$ cat config.mk
export PLATFORM = sky130hd
export DESIGN_NAME = uart_transmitter
export DESIGN_NICKNAME = d
export VERILOG_FILES = /design/src/rtl/uart_transmitter.sv
export SDC_FILE = /design/constraint.sdc
export NUM_CORES = 1
export LEC_CHECK = 0
export CORE_MARGIN = 1.5
export CORE_UTILIZATION = 57
export DETAILED_ROUTE_END_ITERATION = 8
export PLACE_DENSITY = 0.82
export SKIP_LAST_GASP = 1
export SLEW_MARGIN = 20
export SYNTH_ARGS = -nofsm -noshare
export SYNTH_HDL_FRONTEND = slang
export SYNTH_SLANG_ARGS = --single-unit
$ cat constraint.sdc
create_clock -name clk -period 5.15 [get_ports clk]
set_input_delay 0.515 -clock clk [delete_from_list [all_inputs] [get_ports clk]]
set_output_delay 0.515 -clock clk [all_outputs]
set_load 0.02 [all_outputs]
$ cat src/rtl/uart_transmitter.sv
// ============================================================================
// Module      : uart_transmitter
// Description : 8N1 UART transmitter with a DEPTH-entry TX FIFO, timed by a
//               16x-baud clk_en tick. Define UART_TX_PARITY_EN for 8E1 frames.
// Revision    : 1.0 - initial release
// ============================================================================
`default_nettype none

module uart_transmitter #(
  parameter int DEPTH = 4
) (
  input  logic       clk,
  input  logic       rst,
  input  logic       clk_en,
  input  logic       wr_en,
  input  logic [7:0] data_in,
  output logic       full,
  output logic       tx,
  output logic       busy,
  output logic       tx_done
);

  localparam int PTR_W = $clog2(DEPTH);
  localparam int CNT_W = PTR_W + 1;

  typedef enum logic [2:0] {
    IDLE   = 3'd0,
    START  = 3'd1,
    DATA   = 3'd2,
`ifdef UART_TX_PARITY_EN
    PARITY = 3'd4,
`endif
    STOP   = 3'd3
  } state_t;

  logic [7:0]       r_mem [DEPTH];
  logic [PTR_W-1:0] r_wr_ptr;
  logic [PTR_W-1:0] r_rd_ptr;
  logic [CNT_W-1:0] r_count;

  state_t           r_state;
  logic [7:0]       r_shift;
  logic [3:0]       r_tick;
  logic [2:0]       r_bit_idx;
  logic             r_tx;
  logic             r_busy;
  logic             r_tx_done;
`ifdef UART_TX_PARITY_EN
  logic             r_parity;
`endif

  logic       w_empty;
  logic       w_full;
  logic       w_push;
  logic       w_pop;
  logic       w_last_tick;
  logic [7:0] w_head;

  // Full/empty come from the pre-cycle count, so a same-cycle write is never
  // visible to the pop decision.
  assign w_empty     = (r_count == '0);
  assign w_full      = (r_count == CNT_W'(DEPTH));
  assign w_push      = wr_en && !w_full;
  assign w_last_tick = clk_en && (r_tick == 4'hF);
  assign w_pop       = clk_en && !w_empty &&
                       ((r_state == IDLE) || ((r_state == STOP) && (r_tick == 4'hF)));
  assign w_head      = r_mem[r_rd_ptr];

  assign full    = w_full;
  assign tx      = r_tx;
  assign busy    = r_busy;
  assign tx_done = r_tx_done;

  always_ff @(posedge clk) begin
    if (w_push) begin
      r_mem[r_wr_ptr] <= data_in;
    end
  end

  always_ff @(posedge clk or posedge rst) begin
    if (rst) begin
      r_wr_ptr <= '0;
      r_rd_ptr <= '0;
      r_count  <= '0;
    end else begin
      if (w_push) r_wr_ptr <= r_wr_ptr + PTR_W'(1);
      if (w_pop)  r_rd_ptr <= r_rd_ptr + PTR_W'(1);
      if (w_push && !w_pop)      r_count <= r_count + CNT_W'(1);
      else if (w_pop && !w_push) r_count <= r_count - CNT_W'(1);
    end
  end

  always_ff @(posedge clk or posedge rst) begin
    if (rst) begin
      r_state   <= IDLE;
      r_shift   <= '0;
      r_tick    <= '0;
      r_bit_idx <= '0;
      r_tx      <= 1'b1;
      r_busy    <= 1'b0;
      r_tx_done <= 1'b0;
`ifdef UART_TX_PARITY_EN
      r_parity  <= 1'b0;
`endif
    end else begin
      r_tx_done <= 1'b0;
      if (clk_en) begin
        // The 4-bit tick counter wraps 15 -> 0 exactly when a bit ends.
        if (r_state != IDLE) r_tick <= r_tick + 4'd1;
        case (r_state)
          IDLE: begin
            if (w_pop) begin
              r_shift   <= w_head;
              r_tick    <= '0;
              r_bit_idx <= '0;
              r_tx      <= 1'b0;
              r_busy    <= 1'b1;
              r_state   <= START;
`ifdef UART_TX_PARITY_EN
              r_parity  <= ^w_head;
`endif
            end
          end
          START: begin
            if (w_last_tick) begin
              r_tx    <= r_shift[0];
              r_state <= DATA;
            end
          end
          DATA: begin
            if (w_last_tick) begin
              if (r_bit_idx == 3'd7) begin
`ifdef UART_TX_PARITY_EN
                r_tx    <= r_parity;
                r_state <= PARITY;
`else
                r_tx    <= 1'b1;
                r_state <= STOP;
`endif
              end else begin
                r_bit_idx <= r_bit_idx + 3'd1;
                r_shift   <= {1'b0, r_shift[7:1]};
                r_tx      <= r_shift[1];
              end
            end
          end
`ifdef UART_TX_PARITY_EN
          PARITY: begin
            if (w_last_tick) begin
              r_tx    <= 1'b1;
              r_state <= STOP;
            end
          end
`endif
          STOP: begin
            if (w_last_tick) begin
              r_tx_done <= 1'b1;
              // Back-to-back frames: load the next byte with no idle gap.
              if (w_pop) begin
                r_shift   <= w_head;
                r_tick    <= '0;
                r_bit_idx <= '0;
                r_tx      <= 1'b0;
                r_state   <= START;
`ifdef UART_TX_PARITY_EN
                r_parity  <= ^w_head;
`endif
              end else begin
                r_tx    <= 1'b1;
                r_busy  <= 1'b0;
                r_state <= IDLE;
              end
            end
          end
          default: begin
            r_tx    <= 1'b1;
            r_busy  <= 1'b0;
            r_state <= IDLE;
          end
        endcase
      end
    end
  end

endmodule

`default_nettype wire

==> flow_metrics.env <==
export IMPL_synthArstFlopShare=0.458
export IMPL_die_area_um2=5200
export IMPL_crit_arrival_ns=2.59
export IMPL_hold_slack_ns=0.501
export IMPL_numCtsBuffers=9
export IMPL_switchingPower_w=0.000362
export IMPL_antenna_found_initial=0
export IMPL_grt_use_total=0.200
export IMPL_grt_pass1_vias=1597
export IMPL_relSlewSlack=0.600
export IMPL_coreArea_um2=4470
export IMPL_die_h_um=72.1
export IMPL_yosys_register_bits=59
export IMPL_drcViolationCount=0
export IMPL_p_per_area_nw_per_um2=456
export IMPL_worst_path_max_delay_cell="clkdlybuf4s50_1"
export IMPL_syn2layout_area_growth_pct=15.9
export IMPL_drt_met1_wl_mm=2.10
export IMPL_netlist_instances=182
export IMPL_clkTransAtPathRegs_ns=0.06
export IMPL_wl_per_cell_um=17.3
export IMPL_r2r_end="r_count[1]"
export IMPL_wl_met3_um=153
export IMPL_finalHoldViolations=0
export IMPL_cts_resized=0
export IMPL_portBuffers=15
export IMPL_worstSkewPairLatency_ns=0.33
export IMPL_n_antenna_cell=0
export IMPL_max_freq_mhz=420
export IMPL_rows=24
export IMPL_setup_viol=0
export IMPL_syn_nets=207
export IMPL_synthMostInstantiatedCell="edfxtp_1"
export IMPL_critPathMaxStageDelay_ns=0.62
export IMPL_synth_top_area_share=0.353
export IMPL_clkPwrFrac=0.375
export IMPL_first_pass_iters=4
export IMPL_rr_worst_depth=8
export IMPL_viasPerCell=5.98
export IMPL_root_buffer="clkbuf_8"
export IMPL_ys_warn_count=0
export IMPL_pin_count=16
export IMPL_dr_max_layer_used="met4"
export IMPL_yosys_top_cells_count="edfxtp_1, dfrtp_1, mux2_2"
export IMPL_post_route_period_util=0.462
export IMPL_netlist_area_um2=2720
export IMPL_wl_met2_mm=2.15
export IMPL_r2r_setup_slack_ns=2.78
export IMPL_drtAntennaViolNets=0
export IMPL_leakage_nw=1.29
export IMPL_cts_sinks=59
export IMPL_worstPathMaxFanout=8
export IMPL_grt_pass1_wl_mm=7.60
export IMPL_peakVddDrop_v=0.000288
export IMPL_drv_cap=0
export IMPL_detailed_place_hpwl_mm=3.00
export IMPL_synth_seq_area_share=0.602
export IMPL_initial_utilization=0.608
export IMPL_drt_total_wl_mm=4.47
export IMPL_vias=1543
export IMPL_drv_slew=0
export IMPL_r2r_start="r_state[0]"
export IMPL_place_area_um2=2900
export IMPL_die_width_um=72.1
export IMPL_nNetsFinal=226
export IMPL_rsz0062_at_grt="false"
export IMPL_fin_crit_ns=2.38
export IMPL_htreeDepth=3
export IMPL_design_area_um2=3150
export IMPL_fin_worst_skew_ns=0.00836
export IMPL_crit_path_start="clk_en"
export IMPL_end_kind="flop"
export IMPL_p_comb_frac=0.165
export IMPL_crit_end="r_count[1]"
export IMPL_drtIter0Drc=114
export IMPL_layout_drive_gt1_share=0.214
export IMPL_synth_flop_cell="edfxtp_1"
export IMPL_cp_common_cell="inv_1"
export IMPL_grt_max_degree=28
export IMPL_cp_start_kind="input pin"
export IMPL_seqPwrFrac=0.460
export IMPL_p_int_w=0.00108
export IMPL_ys_types=45
export IMPL_crit_path_cell_trace="clkdlybuf4s50_1 > o31ai_1 > nor2_1 > inv_1 > ha_1 > inv_1 > fa_1 > mux2_2"
export IMPL_status="complete, no violations"
export IMPL_cts_buffer_depth=2
export IMPL_overflow=0
export IMPL_tritoncts="done"
export IMPL_whs_path_depth=1
export IMPL_total_power_w=0.00144
export IMPL_synth_edf_count=32
export IMPL_ctsHoldBuffers=0
export IMPL_tightest_slew_ns=0.600
export IMPL_avgSynthCellArea_um2=14.9
export IMPL_crit_type="in2reg"
export IMPL_hold_path_class="reg2reg"
export IMPL_setup_tns_ns=0
export IMPL_critPathRequiredTime_ns=5.36
export IMPL_gp_congestion=0.861
export IMPL_switching_share=0.252
export IMPL_yosysTopAreaCell="edfxtp_1"
export IMPL_post_cts_buffers=0
export IMPL_synth_area_leaders="edfxtp_1, dfrtp_1, mux2_2, mux4_2, ha_1"
## power groups by stage
stage	registers, W	logic, W	clock network (W)
final	0.000662	0.000238	0.000539
after global routing	0.000673	0.000268	0.000568
after CTS	0.000662	0.000242	0.000546
after detailed placement	0.000669	0.000238	0
after global placement	0.000661	0.000222	0
after floorplan	0.000654	0.000178	0
## cells by family (layout without fill, tap and decap cells)
kind of cell | Yosys count | in the layout | synth area share
AOI/OAI and AO/OA | 25 | 25 | 0.0667
xor gates and xnor gates | 8 | 8 | 0.0258
adders and majority gates | 13 | 13 | 0.0626
buffers and inverters | 15 | 39 | 0.0253
DFF | 59 | 59 | 0.602
muxes | 28 | 28 | 0.149
and+or+nand+nor | 34 | 34 | 0.0690
## layer usage
layer,global-route usage,vias to the layer above
li1,-,719
met2,0.305,35
met5,0,-
met4,0.0881,0
met3,0.0500,6
met1,0.277,783
## sequential cells by signal, summed over array words and instances (netlist names)
name       flops
busy           1
r_bit_idx      3
r_count        3
r_mem         32
r_rd_ptr       2
r_shift        8
r_state        2
r_tick         4
r_wr_ptr       2
tx             1
tx_done        1
## how the worst min path moves through the flow
stage / start / to / slack, ns
after floorplan: r_shift[7] / r_shift[7] / 0.46
after global placement: r_shift[7] / r_shift[7] / 0.47
after detailed placement: r_bit_idx[2] / r_bit_idx[2] / 0.49
after CTS: r_shift[7] / r_shift[7] / 0.50
after global routing: r_shift[7] / r_shift[7] / 0.52
final: r_shift[7] / r_shift[7] / 0.50
## area by class of cell
| type | count | area [um^2] |
|---|---|---|
| flip-flops and latches | 59 | 1640 |
| fillers | 300 | 1320 |
| clock inverters | 6 | 129 |
| repair buffers | 15 | 150 |
| clock buffers | 10 | 128 |
| well taps | 52 | 65.1 |
| inverters | 8 | 30.0 |
| multi-input cells | 108 | 1010 |
## critical path, delay by kind of cell
kind,cells,cell delay [ns]
simple gates,1,0.24
buf+inv,3,0.78
fa+ha+maj,2,0.60
mux,1,0.26
compound gates,1,0.18
## cell usage in the layout (no fill, tap or decap), types with 2 or more instances in the layout
cell,netlist,final
dfrtp_1,26,26
inv_1,8,7
o21ai_0,3,3
xnor2_1,4,4
o31ai_1,2,2
and3_1,2,2
edfxtp_1,32,32
a32o_1,2,2
nand2_1,5,5
a22o_1,2,2
mux2_2,18,18
clkdlybuf4s50_1,0,15
nor3_1,3,3
o21ai_1,2,2
ha_1,12,12
nor2b_1,4,4
mux4_2,8,8
nor2_1,6,6
and2_1,4,4
bufinv_16,0,4
a211o_1,2,2
clkbuf_8,0,9
nand2b_1,3,3
a21oi_1,4,4
xor2_1,4,4
## stage by stage
| stage | std cells | worst slack [ns] | util |
|---|---|---|---|
| floorplan | 182 | 2.75 | - |
| global placement | 242 | 2.57 | 0.647 |
| detailed placement | 242 | 2.50 | 0.647 |
| CTS | 258 | 2.77 | 0.705 |
| global route | 258 | 2.55 | 0.705 |
| finish | 258 | 2.77 | 0.705 |
No activity file was read; power rests on OpenSTA's default activity.
